$ cat src/rtl/muldiv_unit.sv
// Multi-cycle signed multiply/divide unit owning HI/LO.
// Radix-2 shift-add multiply and restoring divide on magnitudes, followed by a sign-fix cycle.
module muldiv_unit #(
  parameter int WIDTH = 32
) (
  input  logic             clk,
  input  logic             reset,
  input  logic             start,
  input  logic             multordiv,
  input  logic [WIDTH-1:0] srca,
  input  logic [WIDTH-1:0] srcb,
  output logic             busy,
  output logic             done,
  output logic [WIDTH-1:0] hi,
  output logic [WIDTH-1:0] lo,
  output logic             div_by_zero
);

  localparam int CW = $clog2(WIDTH + 1);

  typedef enum logic [1:0] {IDLE, RUN, FIX} state_t;

  state_t               state_q, state_d;
  logic                 op_mul_q, op_mul_d;
  logic                 neg_res_q, neg_res_d;
  logic                 neg_rem_q, neg_rem_d;
  logic                 zero_div_q, zero_div_d;
  logic [WIDTH-1:0]     opnd_q, opnd_d;
  logic [2*WIDTH-1:0]   acc_q, acc_d;
  logic [CW-1:0]        cnt_q, cnt_d;
  logic [WIDTH-1:0]     hi_q, hi_d, lo_q, lo_d;
  logic                 done_q, done_d;
  logic                 dbz_q, dbz_d;

  logic [WIDTH-1:0]     mag_a, mag_b;
  logic [WIDTH:0]       mul_sum, div_rem, div_diff;
  logic                 div_ge;
  logic [2*WIDTH-1:0]   prod_s;

  always_comb begin
    mag_a    = srca[WIDTH-1] ? (~srca + 1'b1) : srca;
    mag_b    = srcb[WIDTH-1] ? (~srcb + 1'b1) : srcb;
    mul_sum  = {1'b0, acc_q[2*WIDTH-1:WIDTH]} + (acc_q[0] ? {1'b0, opnd_q} : '0);
    div_rem  = {acc_q[2*WIDTH-1:WIDTH], acc_q[WIDTH-1]};
    div_diff = div_rem - {1'b0, opnd_q};
    div_ge   = ~div_diff[WIDTH];
    prod_s   = neg_res_q ? (~acc_q + 1'b1) : acc_q;
  end

  always_comb begin
    state_d    = state_q;
    op_mul_d   = op_mul_q;
    neg_res_d  = neg_res_q;
    neg_rem_d  = neg_rem_q;
    zero_div_d = zero_div_q;
    opnd_d     = opnd_q;
    acc_d      = acc_q;
    cnt_d      = cnt_q;
    hi_d       = hi_q;
    lo_d       = lo_q;
    done_d     = 1'b0;
    dbz_d      = dbz_q;

    unique case (state_q)
      IDLE: begin
        if (start) begin
          state_d    = RUN;
          op_mul_d   = multordiv;
          neg_res_d  = srca[WIDTH-1] ^ srcb[WIDTH-1];
          neg_rem_d  = srca[WIDTH-1];
          zero_div_d = ~multordiv && (srcb == '0);
          opnd_d     = multordiv ? mag_a : mag_b;
          acc_d      = {{WIDTH{1'b0}}, (multordiv ? mag_b : mag_a)};
          cnt_d      = CW'(WIDTH);
          dbz_d      = 1'b0;
        end
      end
      RUN: begin
        if (op_mul_q) begin
          acc_d = {mul_sum, acc_q[WIDTH-1:1]};
        end else begin
          acc_d = {(div_ge ? div_diff[WIDTH-1:0] : div_rem[WIDTH-1:0]),
                   acc_q[WIDTH-2:0], div_ge};
        end
        cnt_d = cnt_q - 1'b1;
        if (cnt_q == CW'(1)) state_d = FIX;
      end
      FIX: begin
        state_d = IDLE;
        done_d  = 1'b1;
        if (op_mul_q) begin
          hi_d = prod_s[2*WIDTH-1:WIDTH];
          lo_d = prod_s[WIDTH-1:0];
        end else begin
          // With a zero divisor the remainder path shifts the dividend through
          // unchanged, so hi already restores srca; only the quotient needs forcing.
          hi_d  = neg_rem_q ? (~acc_q[2*WIDTH-1:WIDTH] + 1'b1) : acc_q[2*WIDTH-1:WIDTH];
          lo_d  = zero_div_q ? '1 :
                  (neg_res_q ? (~acc_q[WIDTH-1:0] + 1'b1) : acc_q[WIDTH-1:0]);
          dbz_d = zero_div_q;
        end
      end
      default: state_d = IDLE;
    endcase
  end

  always_ff @(posedge clk) begin
    if (!reset) begin
      state_q    <= IDLE;
      op_mul_q   <= 1'b0;
      neg_res_q  <= 1'b0;
      neg_rem_q  <= 1'b0;
      zero_div_q <= 1'b0;
      opnd_q     <= '0;
      acc_q      <= '0;
      cnt_q      <= '0;
      hi_q       <= '0;
      lo_q       <= '0;
      done_q     <= 1'b0;
      dbz_q      <= 1'b0;
    end else begin
      state_q    <= state_d;
      op_mul_q   <= op_mul_d;
      neg_res_q  <= neg_res_d;
      neg_rem_q  <= neg_rem_d;
      zero_div_q <= zero_div_d;
      opnd_q     <= opnd_d;
      acc_q      <= acc_d;
      cnt_q      <= cnt_d;
      hi_q       <= hi_d;
      lo_q       <= lo_d;
      done_q     <= done_d;
      dbz_q      <= dbz_d;
    end
  end

  assign busy        = (state_q != IDLE);
  assign done        = done_q;
  assign hi          = hi_q;
  assign lo          = lo_q;
  assign div_by_zero = dbz_q;

endmodule

$ cat config.mk
export PLATFORM = sky130hd
export DESIGN_NAME = muldiv_unit
export DESIGN_NICKNAME = d
export VERILOG_FILES = /design/src/rtl/muldiv_unit.sv
export SDC_FILE = /design/constraint.sdc
export NUM_CORES = 1
export LEC_CHECK = 0
export CAP_MARGIN = 20
export CELL_PAD_IN_SITES_DETAIL_PLACEMENT = 1
export CELL_PAD_IN_SITES_GLOBAL_PLACEMENT = 1
export CORE_MARGIN = 10
export CORE_UTILIZATION = 37
export CTS_CLUSTER_SIZE = 30
export DETAILED_ROUTE_END_ITERATION = 12
export GPL_TIMING_DRIVEN = 0
export HOLD_SLACK_MARGIN = 0.15
export PLACE_DENSITY = 0.75
export SYNTH_ARGS = -nofsm -noshare
export SYNTH_HDL_FRONTEND = slang
export SYNTH_SLANG_ARGS = --single-unit
$ cat constraint.sdc
create_clock -name clk -period 3.7 [get_ports clk]
set_input_delay 0.74 -clock clk [delete_from_list [all_inputs] [get_ports clk]]
set_output_delay 0.74 -clock clk [all_outputs]
set_load 0.01 [all_outputs]
==> results of run 1 <==
## power groups by stage
stage	Combinational [uW]	Clock, uW	Sequential [uW]
after floorplan	4090	0	2260
final	5920	1930	2390
after CTS	5660	1930	2370
after detailed placement	5570	0	2410
after global placement	5460	0	2400
after global routing	6410	2020	2410
## flip-flops by register name (all words and copies together) (netlist names), 2 cells and up
| name | cells |
|---|---|
| lo | 32 |
| acc_q | 64 |
| opnd_q | 32 |
| cnt_q | 6 |
| hi | 32 |
| state_q | 2 |
## logic make-up after synthesis
group,after synthesis
buffers and inverters,190
xor gates and xnor gates,163
adders and majority gates,72
AOI/OAI and AO/OA,657
DFF,174
muxes,66
and+or+nand+nor,575
## layout make-up
type	instances	area (um^2)
Fill cell	4667	20800
Multi-Input combinational cell	1533	9950
Sequential cell	174	3490
Timing Repair Buffer	138	1360
Tap cell	511	639
Buffer	127	514
Clock buffer	18	439
Inverter	63	239
Clock inverter	12	156
## repair_timing
item	CTS	global route
pin swaps	3	3
endpoints found under the setup margin	31	33
hold endpoints to repair	0	0
gates resized for setup	17	23
setup buffers	4	3
## worst max path at each step
stage	end	slack [ns]	cells after the start
4_1_cts	acc_q[62]	0.05	14
5_1_grt	acc_q[51]	-0.06	14
3_3_place_gp	acc_q[62]	-0.72	13
6_report	acc_q[62]	0.07	14
3_5_place_dp	acc_q[62]	-0.75	13
2_1_floorplan	acc_q[62]	0.33	13
## cell usage in the layout, fill, tap and decap left out, types with 20 or more instances in the layout
| cell | synthesis | routed |
|---|---|---|
| inv_1 | 62 | 61 |
| o31ai_1 | 29 | 29 |
| nand2b_1 | 20 | 20 |
| o211ai_1 | 28 | 28 |
| xnor2_1 | 88 | 88 |
| nor3_1 | 27 | 27 |
| mux2i_1 | 59 | 57 |
| nor2_1 | 179 | 179 |
| clkbuf_1 | 108 | 106 |
| a21o_1 | 36 | 36 |
| nand3_1 | 51 | 51 |
| ha_1 | 70 | 70 |
| dfxtp_1 | 174 | 168 |
| a211oi_1 | 47 | 45 |
| o21ai_0 | 159 | 155 |
| a21oi_1 | 206 | 206 |
| xor2_1 | 75 | 75 |
| clkdlybuf4s50_1 | 0 | 131 |
| nand2_1 | 173 | 173 |
| a31oi_1 | 23 | 22 |
## metrics by stage
| stage | util | hold WS [ns] | power, uW |
|---|---|---|---|
| 3_3_place_gp | 0.426 | 0.445 | 7860 |
| 5_1_grt | 0.447 | 0.476 | 10800 |
| 3_5_place_dp | 0.426 | 0.448 | 7980 |
| 2_1_floorplan | - | 0.432 | 6350 |
| 6_report | 0.447 | 0.456 | 10200 |
| 4_1_cts | 0.444 | 0.456 | 9960 |
## routing by layer
metal / GRT usage / wire (um) / vias up / part of all wire
li1: - / - / 7218 / -
met1: 0.345 / 28200 / 7574 / 0.46
met2: 0.405 / 27600 / 474 / 0.45
met3: 0.0368 / 3700 / 66 / 0.061
met4: 0.0728 / 1430 / 0 / 0.023
met5: 0 / 0 / - / 0
## worst reg2reg max path, delay by kind of cell (launching register included)
family	cells	cell delay [ns]
simple gates	1	0.13
fa+ha+maj	1	0.33
compound gates	8	2.01
xor+xnor	1	0.16
buf+inv	3	0.47
flops	1	0.43
==> flow_metrics.tcl, run 1 <==
set metrics [dict create \
    drt_wl_total_um 61000 \
    initial_core_util 0.375 \
    clockBufferDepth 2 \
    dp_slack_ns -0.754 \
    clockPowerShare 0.189 \
    cts-hold-fix-buffers 0 \
    path_max_fanout 10 \
    drt_iter0_drc 1212 \
    syn_nets 2037 \
    wire_per_inst_um 23.7 \
    synthFlopType "dfxtp_1" \
    period_needed_ns 3.63 \
    fmax_mhz 276 \
    crit_required_ns 4.05 \
    grt_max_degree 17 \
    hold_class "reg2reg" \
    startpoint_type "register" \
    synth_compound_area_frac 0.294 \
    place_congestion 0.924 \
    rr_worst_depth 14 \
    status "complete, no violations" \
    critPathKind "reg2reg" \
    r2r_end "acc_q[62]" \
    yosys_warnings 0 \
    setup_viol 0 \
    yosys.area.top_type_share 0.247 \
    max_slew_margin 0.358 \
    cts_buffers 17 \
    cp-end-kind "register" \
    grt_pass1_wl_um 92700 \
    synth_top_family_by_area "compound AO/OA/AOI/OAI gates" \
    worstSkewPairLatency_ns 0.46 \
    synthTopCellsByCount "a21oi_1 (206), nor2_1 (179), dfxtp_1 (174)" \
    core_mm2 0.0376 \
    hold_viol 0 \
    ir_drop_uv 296 \
    track_usage 0.253 \
    p_int_uw 5420 \
    die-area_mm2 0.0462 \
    p_per_area_mw_per_mm2 610 \
    vias 15300 \
    avgSynthCellArea_um2 7.42 \
    drv_cap 0 \
    synth_seq_area_share 0.247 \
    dpl.cell_count 2539 \
    hp-start "opnd_q[11]" \
    synth_edf_count 0 \
    cts-root-buf "clkbuf_16" \
    hpwlAfterDp_um 48500 \
    dpl_cell_area_mm2 0.0160 \
    chipHeight_um 215 \
    slowest_stage "dfxtp_2" \
    routed_via_density 5.95 \
    synth_simple_gate_area_frac 0.192 \
    io-pin-count 135 \
    reg2reg_from "acc_q[0]" \
    swShare 0.471 \
    netSwitchingPower_uw 4830 \
    yosys.area.top_type "dfxtp_1" \
    hold_end "opnd_q[11]" \
    fin_skew_ns 0.0158 \
    leakagePower_uw 0.00630 \
    antenna_found_initial 0 \
    rsz0062_at_grt "true" \
    p_comb_frac 0.578 \
    rrSetupSlack_ns 0.07 \
    nets 2194 \
    async_reset_ff_frac 0 \
    tns_ns 0 \
    synth_xor_area_frac 0.101 \
    route.detailed.drc 0 \
    drive_gt1_frac 0.0460 \
    path_delay_family "compound AO/OA/AOI/OAI gates" \
    syn_inst 1897 \
    clk_pin_slew_ns 0.08 \
    area_growth_pct 19.3 \
    hold_depth 2 \
    drtAntennaViolNets 0 \
    cts_tree "yes" \
    final_cell_area_mm2 0.0168 \
    grt_pass1_vias 15300 \
    post_synth_num_cell_types 78 \
    cts_max_level 4 \
    yosys-top-cells-area "dfxtp_1 (25%), a21oi_1 (7.3%), ha_1 (6.2%)" \
    crit_buf_inv 3 \
    worstMarginPinSlew_ns 0.963 \
    drtPass1Iterations 5 \
    synth_most_common_cell "a21oi_1" \
    overflow 0 \
    slowest_delay_ns 0.43 \
    n_antenna_cell 0 \
    synthAdderAreaFrac 0.0651 \
    timing.final.crit_share 0.980 \
    ys_ff_latch 174 \
    rows 71 \
    cts.sinks 174 \
    path_cells "inv_4 -> clkbuf_4 -> nor2_1 -> ha_1 -> a2111oi_1 -> o21ai_1 -> a221oi_2 -> buf_4 -> a31oi_4 -> a211o_1 -> o211ai_1 -> o41ai_2 -> xor2_1 -> a221o_1" \
    arrival_ns 3.97 \
    fin_cells 2576 \
    synthMuxAreaShare 0.0476 \
    synthesis.area_mm2 0.0141 \
    timing.final.ws_setup_ns 0.0738 \
    cp-startpoint "acc_q[0]" \
    numPortBuffers 131 \
    chipWidth_um 215 \
    slew_viol_final 0 \
    pwr-share-seq 0.233 \
]
Power figures use the tool's default switching activity.
==> run 2: changes to the inputs <==
Settings changed: DONT_BUFFER_PORTS from default to 1, PLACE_DENSITY 0.75 to 0.68, SLEW_MARGIN from default to 40.
==> flow_metrics.tcl, run 2 (synthesis results as in run 1) <==
set metrics [dict create \
    hold_depth 2 \
    io-pin-count 135 \
    status "complete, no violations" \
    rsz0062_at_grt "false" \
    ir_drop_uv 410 \
    grt_pass1_vias 14300 \
    startpoint_type "register" \
    fin_cells 2448 \
    hold_end "opnd_q[13]" \
    wl_met1_um 27700 \
    drtAntennaViolNets 0 \
    area_growth_pct 10.5 \
    track_usage 0.246 \
    cts.sinks 174 \
    p_per_area_mw_per_mm2 650 \
    cp-end-kind "register" \
    worstMarginPinSlew_ns 0.922 \
    route.detailed.drc 0 \
    reg2reg_from "acc_q[40]" \
    grt_max_degree 19 \
    grt_pass1_wl_um 89500 \
    initial_core_util 0.375 \
    n_antenna_cell 0 \
    rr_worst_depth 10 \
    slowest_stage "dfxtp_1" \
    cts_max_level 4 \
    routed_via_density 6.02 \
    drt_iter0_drc 1305 \
    wl_met2_um 26200 \
    arrival_ns 3.96 \
    numPortBuffers 0 \
    rrSetupSlack_ns 0.09 \
    nets 2064 \
    path_max_fanout 8 \
    crit_buf_inv 0 \
    slowest_delay_ns 0.57 \
    setup_viol 0 \
    slew_viol_final 0 \
    rows 71 \
    cts-hold-fix-buffers 0 \
    max_slew_margin 0.385 \
    drv_cap 0 \
    hpwlAfterDp_um 47700 \
    hold_class "reg2reg" \
    dr_wl_met3_um 4470 \
    multi_input_comb_area_mm2 0.0100 \
    wire_per_inst_um 24.3 \
    cts-root-buf "clkbuf_16" \
    leakagePower_uw 0.00589 \
    fill_cells 4715 \
    fin_skew_ns 0.0194 \
    timing.final.crit_share 0.977 \
    largest_register "acc_q" \
    routed.top_layer "met4" \
    core_mm2 0.0376 \
    worstSkewPairLatency_ns 0.46 \
    drive_gt1_frac 0.0568 \
    crit_required_ns 4.05 \
    drt_wl_total_um 59500 \
    place_congestion 0.922 \
    critPathKind "reg2reg" \
    r2r_end "acc_q[52]" \
    chipWidth_um 215 \
    overflow 0 \
    cts_buffers 17 \
    power_uw 10100 \
    largest_reg_flops 64 \
    layout_common_cells "a21oi_1 (203), nor2_1 (176), nand2_1 (173)" \
    path_cells "ha_1 -> a21oi_1 -> nor2_1 -> a211oi_2 -> a211oi_4 -> o21a_2 -> or4_4 -> nand3_4 -> mux2_2 -> a221o_1" \
    final_common_cell "a21oi_1" \
    hold_viol 0 \
    regArea_mm2 0.00349 \
    period_needed_ns 3.61 \
    hp-start "opnd_q[13]" \
    chipHeight_um 215 \
    clk_pin_slew_ns 0.08 \
    antenna_found_initial 0 \
    drtPass1Iterations 5 \
    fmax_mhz 277 \
    die-area_mm2 0.0462 \
    cts_tree "yes" \
    clockBufferDepth 2 \
    vias 14700 \
    path_delay_family "compound AO/OA/AOI/OAI gates" \
    dpl.cell_count 2408 \
]
## run 2: cell types whose count changed in the layout (fill, tap and decap cells not counted), moves of 3 or more
cell,change
clkdlybuf4s50_1,-131
a21oi_2,+3
nor2_1,-3
a21oi_1,-3
nor2_2,+3
buf_6,+4
## run 2: timing repair
item,in CTS,in global routing
endpoints found under the hold margin,0,0
setup buffers,2,7
resized for setup,25,19
pin swaps,4,5
endpoints found under the setup margin,35,34
## run 2: layer usage
metal	up-vias	GRT usage
li1	6964	-
met1	7284	0.334
met2	442	0.383
met3	55	0.0580
met4	0	0.0605
met5	-	0
## run 2: how the worst max path moves through the flow
stage                           end  depth (start not counted)  slack [ns]      start
final                     acc_q[52]                         10        0.09  acc_q[40]
after global routing      acc_q[36]                         13       0.005  acc_q[31]
after CTS                 acc_q[62]                         14       0.008   acc_q[0]
after detailed placement  acc_q[62]                         13       -0.86   acc_q[0]
after global placement    acc_q[62]                         13       -0.85   acc_q[0]
after floorplan           acc_q[62]                         13        0.33   acc_q[0]
## run 2: power breakdown
part	switching (uW)	internal, uW
Combinational	3640	2260
Clock	912	916
Sequential	324	2050
Total	4880	5230
## run 2: layout make-up
type                    count  area share
plain buffers             126      0.0330
clock buffers              18      0.0282
inverters                  63      0.0154
flip-flops and latches    174       0.225
well taps                 511      0.0411
repair buffers              9     0.00459
clock inverters            14     0.00917
multi-input cells        1533       0.644
## run 2: worst min-delay path: stages, from the launching register on
cell     delay [ns]
dfxtp_1        0.31
nand2_1        0.05
a21oi_1        0.05
## run 2: metrics by stage
step           worst slack [ns]  instance area, um^2  hold WS, ns  utilization  TNS [ns]
2_1_floorplan             0.328                14100        0.432            -         0
3_3_place_gp             -0.849                14700        0.443        0.392    -12.73
6_report                 0.0855                15600        0.459        0.414         0
4_1_cts                 0.00837                15400        0.458        0.410         0
5_1_grt                 0.00453                15600        0.477        0.414         0
3_5_place_dp             -0.863                14700        0.449        0.392    -14.31
==> run 3: changes to the inputs <==
Settings changed: CORE_MARGIN 10 to 5, CTS_CLUSTER_SIZE 30 to 20.
==> flow_metrics.tcl, run 3 (synthesis results as in run 1) <==
set metrics [dict create \
    rr_worst_depth 14 \
    initial_core_util 0.375 \
    p_per_area_mw_per_mm2 641 \
    rrSetupSlack_ns 0.07 \
    swShare 0.470 \
    core_mm2 0.0376 \
    p_int_uw 5280 \
    drtAntennaViolNets 0 \
    netSwitchingPower_uw 4690 \
    chipHeight_um 205 \
    crit_required_ns 4.04 \
    power_uw 9970 \
    drive_gt1_frac 0.0549 \
    drtPass1Iterations 5 \
    hold_viol 0 \
    path_cells "clkinvlp_4 -> buf_4 -> buf_2 -> nor2_1 -> ha_2 -> a21o_1 -> a31oi_1 -> o21a_1 -> a31oi_4 -> a211o_1 -> o211ai_1 -> o41ai_4 -> xor2_1 -> a221o_1" \
    hpwlAfterDp_um 47400 \
    r2r_end "acc_q[62]" \
    largest_register "acc_q" \
    hp-start "opnd_q[12]" \
    routed_via_density 6.05 \
    clk_pin_slew_ns 0.07 \
    wire_per_inst_um 24.4 \
    pwr-share-seq 0.239 \
    drt_wl_total_um 59600 \
    wl_met1_um 27800 \
    n_antenna_cell 0 \
    final_common_cell "a21oi_1" \
    p_comb_frac 0.575 \
    setup_viol 0 \
    hold_depth 2 \
    fill_cells 4650 \
    worstMarginPinSlew_ns 0.926 \
    overflow 0 \
    die-area_mm2 0.0420 \
    cts-hold-fix-buffers 0 \
    hold_class "reg2reg" \
    startpoint_type "register" \
    wl_met2_um 25900 \
    grt_pass1_wl_um 90700 \
    dr_wl_met3_um 4560 \
    max_slew_margin 0.383 \
    slew_viol_final 0 \
    drt_iter0_drc 1121 \
    place_congestion 0.931 \
    antenna_found_initial 0 \
    routed.top_layer "met4" \
    fmax_mhz 276 \
    reg2reg_from "acc_q[0]" \
    clockPowerShare 0.186 \
    clockBufferDepth 2 \
    period_needed_ns 3.63 \
    vias 14800 \
    cts_buffers 17 \
    cts.sinks 174 \
    timing.final.crit_share 0.981 \
    largest_reg_flops 64 \
    cts_tree "yes" \
    grt_max_degree 17 \
    grt_pass1_vias 14800 \
    fin_skew_ns 0.0203 \
    rows 71 \
    critPathKind "reg2reg" \
    rsz0062_at_grt "true" \
    numPortBuffers 0 \
    area_growth_pct 10.5 \
    worstSkewPairLatency_ns 0.46 \
    route.detailed.drc 0 \
    path_max_fanout 10 \
    layout_common_cells "a21oi_1 (204), nor2_1 (177), nand2_1 (173)" \
    final_util 0.414 \
    slowest_delay_ns 0.45 \
    track_usage 0.278 \
    leakagePower_uw 0.00590 \
    cts_max_level 4 \
    hold_end "opnd_q[12]" \
    cts-root-buf "clkbuf_16" \
    arrival_ns 3.97 \
    status "complete, no violations" \
    io-pin-count 135 \
    chipWidth_um 205 \
    ir_drop_uv 381 \
    slowest_stage "ha_2" \
    nets 2060 \
    cp-end-kind "register" \
    drv_cap 0 \
]
-- run 3: worst max path at each step --
stage | start | to | slack (ns) | cells after the start
global placement | acc_q[0] | acc_q[62] | -1.04 | 13
floorplan | acc_q[0] | acc_q[62] | 0.33 | 13
global route | opnd_q[1] | acc_q[62] | -0.04 | 13
CTS | acc_q[0] | acc_q[62] | -0.005 | 14
finish | acc_q[0] | acc_q[62] | 0.07 | 14
detailed placement | acc_q[0] | acc_q[62] | -1.14 | 13
-- run 3: repair_timing --
item                       in CTS  in global routing
pin swaps                       2                  5
buffers inserted                3                  4
resized for setup              21                 24
setup endpoints to repair      29                 31
-- run 3: worst max-delay path: cells and delay by family, from the launching register on --
kind | cells | cell delay (ns)
simple gates | 1 | 0.08
flops | 1 | 0.39
compound gates | 8 | 1.87
buf+inv | 3 | 0.57
fa+ha+maj | 1 | 0.45
xor+xnor | 1 | 0.13
-- run 3: per-stage QoR --
step | std cells | cell area (um^2) | worst slack, ns | hold WS (ns) | setup TNS [ns]
2_1_floorplan | 1897 | 14100 | 0.328 | 0.432 | 0
3_3_place_gp | 2408 | 14700 | -1.04 | 0.444 | -9.20
3_5_place_dp | 2408 | 14700 | -1.14 | 0.450 | -9.63
4_1_cts | 2441 | 15400 | -0.00501 | 0.458 | -0.00501
5_1_grt | 2443 | 15500 | -0.0372 | 0.483 | -0.0434
6_report | 2443 | 15500 | 0.0715 | 0.460 | 0
-- run 3: power by group through the flow --
stage	sequential, uW	clock (uW)	combinational (uW)
floorplan	2260	0	4090
global placement	2390	0	5280
detailed placement	2400	0	5430
CTS	2360	1860	5500
global route	2400	1940	6200
finish	2390	1850	5730
-- run 3: final cells by class --
class                           count  area (um^2)  area share
Buffer                            124          502      0.0323
Clock buffer                       19          453      0.0291
Clock inverter                     12          124     0.00797
Inverter                           63          240      0.0155
Multi-Input combinational cell   1533        10000       0.646
Sequential cell                   174         3490       0.225
Tap cell                          511          639      0.0411
Timing Repair Buffer                7         52.6     0.00338
-- run 3: layer usage --
layer / track usage / vias to the layer above
met5: 0 / -
met3: 0.0589 / 62
li1: - / 6947
met4: 0.0725 / 0
met1: 0.392 / 7320
met2: 0.431 / 463
